===== src/rtl/rv32_mmio_timer.sv =====
// Memory-mapped prescaled timer with compare match, auto-reload and a level interrupt.
// Optional IRQEN/irq support is compiled in with `define RV32_MMIO_TIMER_IRQ_EN.
module rv32_mmio_timer #(
  parameter int              AW   = 32,
  parameter int              DW   = 32,
  parameter logic [AW-1:0]   BASE = 'h2000
) (
  input  logic          clk,
  input  logic          reset_n,
  input  logic [AW-1:0] address,
  input  logic          read,
  input  logic          write,
  input  logic [DW-1:0] wdata,
  output logic [DW-1:0] rdata,
  output logic          irq
);

  localparam logic [2:0] R_CTRL   = 3'd0;
  localparam logic [2:0] R_PRESC  = 3'd1;
  localparam logic [2:0] R_COUNT  = 3'd2;
  localparam logic [2:0] R_CMP    = 3'd3;
  localparam logic [2:0] R_STATUS = 3'd4;

  typedef struct packed {
    logic ie;
    logic ar;
    logic en;
  } ctrl_t;

  ctrl_t       ctrl;
  logic [15:0] prescale;
  logic [15:0] pcnt;
  logic [31:0] count;
  logic [31:0] compare;
  logic        pend;

  logic        hit;
  logic [2:0]  idx;
  logic        wr_ctrl, wr_presc, wr_count, wr_cmp, wr_status;
  logic        tick, match;
  logic        pend_nxt, ie_nxt;
  logic        unused_addr;

  // Sub-word offsets are ignored: every access is treated as a full word.
  assign unused_addr = ^address[1:0];

  assign hit       = address[AW-1:5] == BASE[AW-1:5];
  assign idx       = address[4:2];
  assign wr_ctrl   = write && hit && (idx == R_CTRL);
  assign wr_presc  = write && hit && (idx == R_PRESC);
  assign wr_count  = write && hit && (idx == R_COUNT);
  assign wr_cmp    = write && hit && (idx == R_CMP);
  assign wr_status = write && hit && (idx == R_STATUS);

  assign tick  = ctrl.en && (pcnt == prescale);
  // A software COUNT write in a tick cycle suppresses that cycle's compare.
  assign match = tick && !wr_count && (count == compare);

  // Set beats write-1-clear when both land on the same edge.
  assign pend_nxt = match || (pend && !(wr_status && wdata[0]));

`ifdef RV32_MMIO_TIMER_IRQ_EN
  assign ie_nxt = wr_ctrl ? wdata[2] : ctrl.ie;
`else
  assign ie_nxt = 1'b0;
`endif

  always_comb begin
    rdata = '0;
    if (read && hit) begin
      case (idx)
        R_CTRL:   rdata = {{(DW-3){1'b0}}, ctrl};
        R_PRESC:  rdata = {{(DW-16){1'b0}}, prescale};
        R_COUNT:  rdata = count;
        R_CMP:    rdata = compare;
        R_STATUS: rdata = {{(DW-1){1'b0}}, pend};
        default:  rdata = '0;
      endcase
    end
  end

  always_ff @(posedge clk) begin
    if (!reset_n) begin
      ctrl     <= '0;
      prescale <= '0;
      pcnt     <= '0;
      count    <= '0;
      compare  <= '0;
      pend     <= 1'b0;
      irq      <= 1'b0;
    end else begin
      if (wr_ctrl)
        ctrl <= '{ie: ie_nxt, ar: wdata[1], en: wdata[0]};
      if (wr_presc)
        prescale <= wdata[15:0];
      if (wr_cmp)
        compare <= wdata;

      // Reprogramming the rate or enable restarts the prescaler phase.
      if (wr_ctrl || wr_presc)
        pcnt <= '0;
      else if (ctrl.en)
        pcnt <= tick ? 16'd0 : pcnt + 16'd1;

      if (wr_count)
        count <= wdata;
      else if (tick)
        count <= (match && ctrl.ar) ? 32'd0 : count + 32'd1;

      pend <= pend_nxt;
      irq  <= pend_nxt && ie_nxt;
    end
  end

endmodule

===== config.mk =====
export PLATFORM = sky130hd
export DESIGN_NAME = rv32_mmio_timer
export DESIGN_NICKNAME = d
export VERILOG_FILES = /design/src/rtl/rv32_mmio_timer.sv
export SDC_FILE = /design/constraint.sdc
export NUM_CORES = 1
export LEC_CHECK = 0
export CAP_MARGIN = 15
export CORE_MARGIN = 2
export CORE_UTILIZATION = 55
export CTS_BUF_LIST = sky130_fd_sc_hd__clkbuf_4 sky130_fd_sc_hd__clkbuf_8
export DETAILED_ROUTE_END_ITERATION = 10
export PLACE_DENSITY = 0.82
export SYNTH_ARGS = -nofsm -noshare
export SYNTH_HDL_FRONTEND = slang
export SYNTH_SLANG_ARGS = --single-unit

===== constraint.sdc =====
create_clock -name clk -period 3.2 [get_ports clk]
set_clock_uncertainty 0.15 [all_clocks]
set_input_delay 0.32 -clock clk [delete_from_list [all_inputs] [get_ports clk]]
set_output_delay 0.32 -clock clk [all_outputs]
set_load 0.05 [all_outputs]

---- Word level (Yosys, flattened, before mapping) ----
Cells that the tools add are included.
word-level totals
  register bits ........................... 99
operators by class
  multiplexer cells ....................... 6
  eq/ne operators ......................... 7
  reductions and logical operators ........ 20
  bitwise logic cells ..................... 1
  add/subtract/negate cells ............... 2
operators by type and width
  kind                   count
  $pmux 32 s5            1
  $mux 32                4
  $add 32x1->32 const B  1
  $eq 32x32->1           1
  $eq 27x9->1 const B    1
  $add 16x1->16 const B  1
  $eq 16x16->1           1
  $mux 16                1
  $logic_and 1x1->1      13
  $eq 3x2->1 const B     2
  $eq 3x1->1 const B     1
  $eq 3x3->1 const B     1
  $logic_not 3->1        1
  $logic_not 1->1        2
  $logic_or 1x1->1       2
  $reduce_bool 2->1      1
  $reduce_or 2->1        1
  $not 1->1              1

---- Longest topological paths before layout ----
  depth in word-level cells ............... 10
  gate-level depth with buffers ........... 9

---- Worst setup path after synthesis ----
OpenSTA, ideal clock, no wires.
  kind .................................... input -> output
  from .................................... in address[6]
  to ...................................... out rdata[10]
  slack ................................... 226 ps
  data arrival time ....................... 2504 ps
  cell stages on the path ................. 8
  buffers on the path ..................... 2
  path through ............................ nor4b_1 > nand4_1 > nor2_1 > nand3_1 > or2_2 > clkbuf_1 > clkbuf_1 > nor2_1
on the way
  cells in the longest elaborated chain, start to end .. 3
RTL lines
  element            RTL line  source
  start, declared    10        input logic [AW-1:0] address,
  $eq 27x9->1        47        assign hit = address[AW-1:5] == BASE[AW-1:5];
  $logic_and 1x1->1  70        if (read && hit) begin
  $mux 32            70
  end, declared      14        output logic [DW-1:0] rdata,
No other way between the ends.

---- Worst setup path in the final report ----
  from .................................... in address[10]
  to ...................................... out rdata[1]
Same word-level chain as after synthesis.

==> results <==
## cell type report
cell class              count  area [µm²]
multi-input cells         565        3720
fillers                   795        2950
flip-flops and latches     99        1980
repair buffers            114        1430
well taps                 136         170
clock buffers              13         160
inverters                   1        3.75
## worst register-to-register path, stage by stage (launching register included)
cell	delay, ns
dfxtp_1	0.38
xor2_2	0.22
nor4_1	0.28
nand4b_1	0.17
or4_4	0.72
nor2_2	0.18
buf_4	0.20
nand4b_1	0.14
a31oi_1	0.22
## metal layers
| layer | share of wire | GRT usage | vias up |
|---|---|---|---|
| met3 | 0.085 | 0.0458 | 36 |
| met5 | 0 | 0 | - |
| li1 | - | - | 2709 |
| met2 | 0.47 | 0.509 | 313 |
| met1 | 0.42 | 0.385 | 2761 |
| met4 | 0.021 | 0.102 | 0 |
## synth_stat cells (2+ instances only)
master and number:
nor2b_1 61, or3b_1 2, dfxtp_1 99, nor2_1 75
a21oi_1 11, xor2_1 51, a22oi_1 30, nand3_1 23
or3_1 2, nor3_1 8, or4_4 2, nand2b_1 3
nand2_1 36, mux2_2 14, ha_1 2, and3_1 11
nand4b_1 10, mux2i_1 53, o21ai_0 35, nor2_2 3
buf_4 2, or4_1 4, buf_2 11, nand3b_1 10
o21ai_1 31, xnor2_1 9, nand4_1 10, a31oi_1 37
clkbuf_1 42, nor4_1 16
## power by group through the flow
stage / registers (µW) / clock network (µW) / logic, µW
floorplan: 1260 / 0 / 57.5
global placement: 1260 / 0 / 165
detailed placement: 1260 / 0 / 167
CTS: 1230 / 724 / 168
global route: 1230 / 768 / 180
finish: 1230 / 725 / 170
## state kept, by name, indices dropped and copies added, names as in the netlist
register  flops
pcnt         16
count        32
compare      32
ctrl          2
pend          1
prescale     16
## how the worst max path moves through the flow
| stage | cells after the start | to | slack (ns) |
|---|---|---|---|
| 2_1_floorplan | 8 | rdata[10] | 0.23 |
| 3_3_place_gp | 8 | rdata[6] | 0.28 |
| 3_5_place_dp | 8 | rdata[5] | 0.11 |
| 4_1_cts | 8 | rdata[5] | 0.10 |
| 5_1_grt | 8 | rdata[6] | 0.02 |
| 6_report | 8 | rdata[1] | 0.17 |
## metrics by stage
stage	setup slack [ns]	total power (µW)	instance area (µm²)	utilization	hold slack, ns
2_1_floorplan	0.226	1320	5940	-	0.287
3_3_place_gp	0.278	1420	7300	0.701	0.303
3_5_place_dp	0.114	1430	7300	0.701	0.310
4_1_cts	0.101	2120	7460	0.716	0.284
5_1_grt	0.0154	2180	7460	0.717	0.318
6_report	0.167	2130	7460	0.717	0.301
## logic make-up (layout without fill, tap and decap cells)
kind of cell / after synthesis / after routing / share of synthesized area
compound gates: 147 / 147 / 0.146
xor+xnor: 62 / 62 / 0.0939
mux: 68 / 68 / 0.120
simple gates: 285 / 285 / 0.260
buf+inv: 59 / 128 / 0.0427
flops: 99 / 99 / 0.333
other cells: 1 / 1 / 0.000631
fa+ha+maj: 2 / 2 / 0.00421
## repair_timing
action,4_1_cts,5_1_grt
hold buffers,0,0
resized for setup,0,1
endpoints found under the setup margin,0,15
==> results.ini <==
[logic_synthesis]
ys_seq_elements = 99
synth_fp_nets = 793
ys.flop_type = dfxtp_1
netlist_area_um2 = 5940
synth_edf_count = 0
synth_top_area_frac = 0.333
yosysUniqueCellTypes = 50
avgSynthCellArea_um2 = 8.22
yosys-top-cells-area = dfxtp_1 33%, mux2i_1 8.9%, xor2_1 7.5%
async_flop_share = 0
synth_warnings = 0
synth_top_cell_by_area = dfxtp_1
synthCells = 723
yosysSeqAreaShare = 0.333

[worst_setup_path]
path_buf_inv = 2
crit_arrival_ns = 2.56
slowest_stage = clkdlybuf4s50_1
worstReg2RegStart = pcnt[0]$_SDFFE_PP0P_
cp-start-kind = input port
path_delay_family = simple AND/OR/NAND/NOR gates
critPathKind = input port to output pin
worst_setup_path_end_kind = output pin
crit_required_ns = 2.73
critPathMaxFanout = 15
crit_path_cell_trace = clkdlybuf4s50_1, nor4b_1, nand4_1, nor2_2, nand3_1, or2_2, nor2b_1, buf_12
cp_slowest_stage_delay_ns = 0.45
crit_start = address[10]
timing.rr.end = count[14]$_SDFFE_PN0P_
ff2ff_path_depth = 8
rrSetupSlack_ns = 0.47

[global_routing]
grt_pass1_wl_mm = 27.4
grt_overflow = 0
grt_pass1_vias = 5383
grt_util_all_layers = 0.298
antenna_found_initial = 0
grt_max_degree = 56

[run]
cap_violations = 0

[power]
pwr-share-seq = 0.579
swShare = 0.226
power_frac_clock = 0.341
intPower_uw = 1640
power_frac_comb = 0.080
p_leak_uw = 0.00271
power.density_nw_per_um2 = 285
ir_drop_v = 0.000179
power.switching_uw = 481

[status]
status = complete, no violations

[routing]
drc = 0
dr.pass1.iters = 5
viasPerCell = 6.27
drt_iter0_markers = 418
ant_nets = 0
vias = 5819
routed_wirelength_mm = 17.3
wl_per_cell_um = 18.7

[cts]
h-tree-depth = 3
cts_buffers = 9
cts-root-buf = clkbuf_8
cts_buffer_depth = 2
clk_latency_ns = 0.37
path_clk_slew_ns = 0.08
post_cts_buffers = 0
cts_tree = yes
clock-sinks = 99

[floorplanning]
die_area_um2 = 11700
core_region_area_um2 = 10400
ios = 101
row_count = 37
die_y_um = 108
start_util = 0.571
die_x_um = 108

[timing]
post-route-period-util = 0.948
finalCriticalPeriod_ns = 3.03
finalSetupTns_ns = 0
fmax_ghz = 0.330
hold_viol_final = 0
relSlewSlack = 0.554
setup_viol = 0
slew_violations = 0
worst_slew_pin_slew_ns = 0.663
rsz0062_at_grt = false

[placed_design]
place_congestion = 0.889
post-dp-hpwl_mm = 12.7
place_inst = 915
port_buffers = 97

[cells_and_area]
layout_common_cells = 99 x dfxtp_1, 74 x nor2_1, 64 x clkdlybuf4s50_1
stdcell_count = 928
final_layout_size_suffix_gt1_frac = 0.116
layout.nets = 860
antenna_cells = 0
mostFrequentLayoutCell = dfxtp_1
area_growth_pct = 25.6

[worst_hold_path]
whs_endpoint = count[25]$_SDFFE_PN0P_
hold_class = input port to flop
hold_start = reset_n
worstHoldPathCells = 3

(Power assumes the default switching activity.)
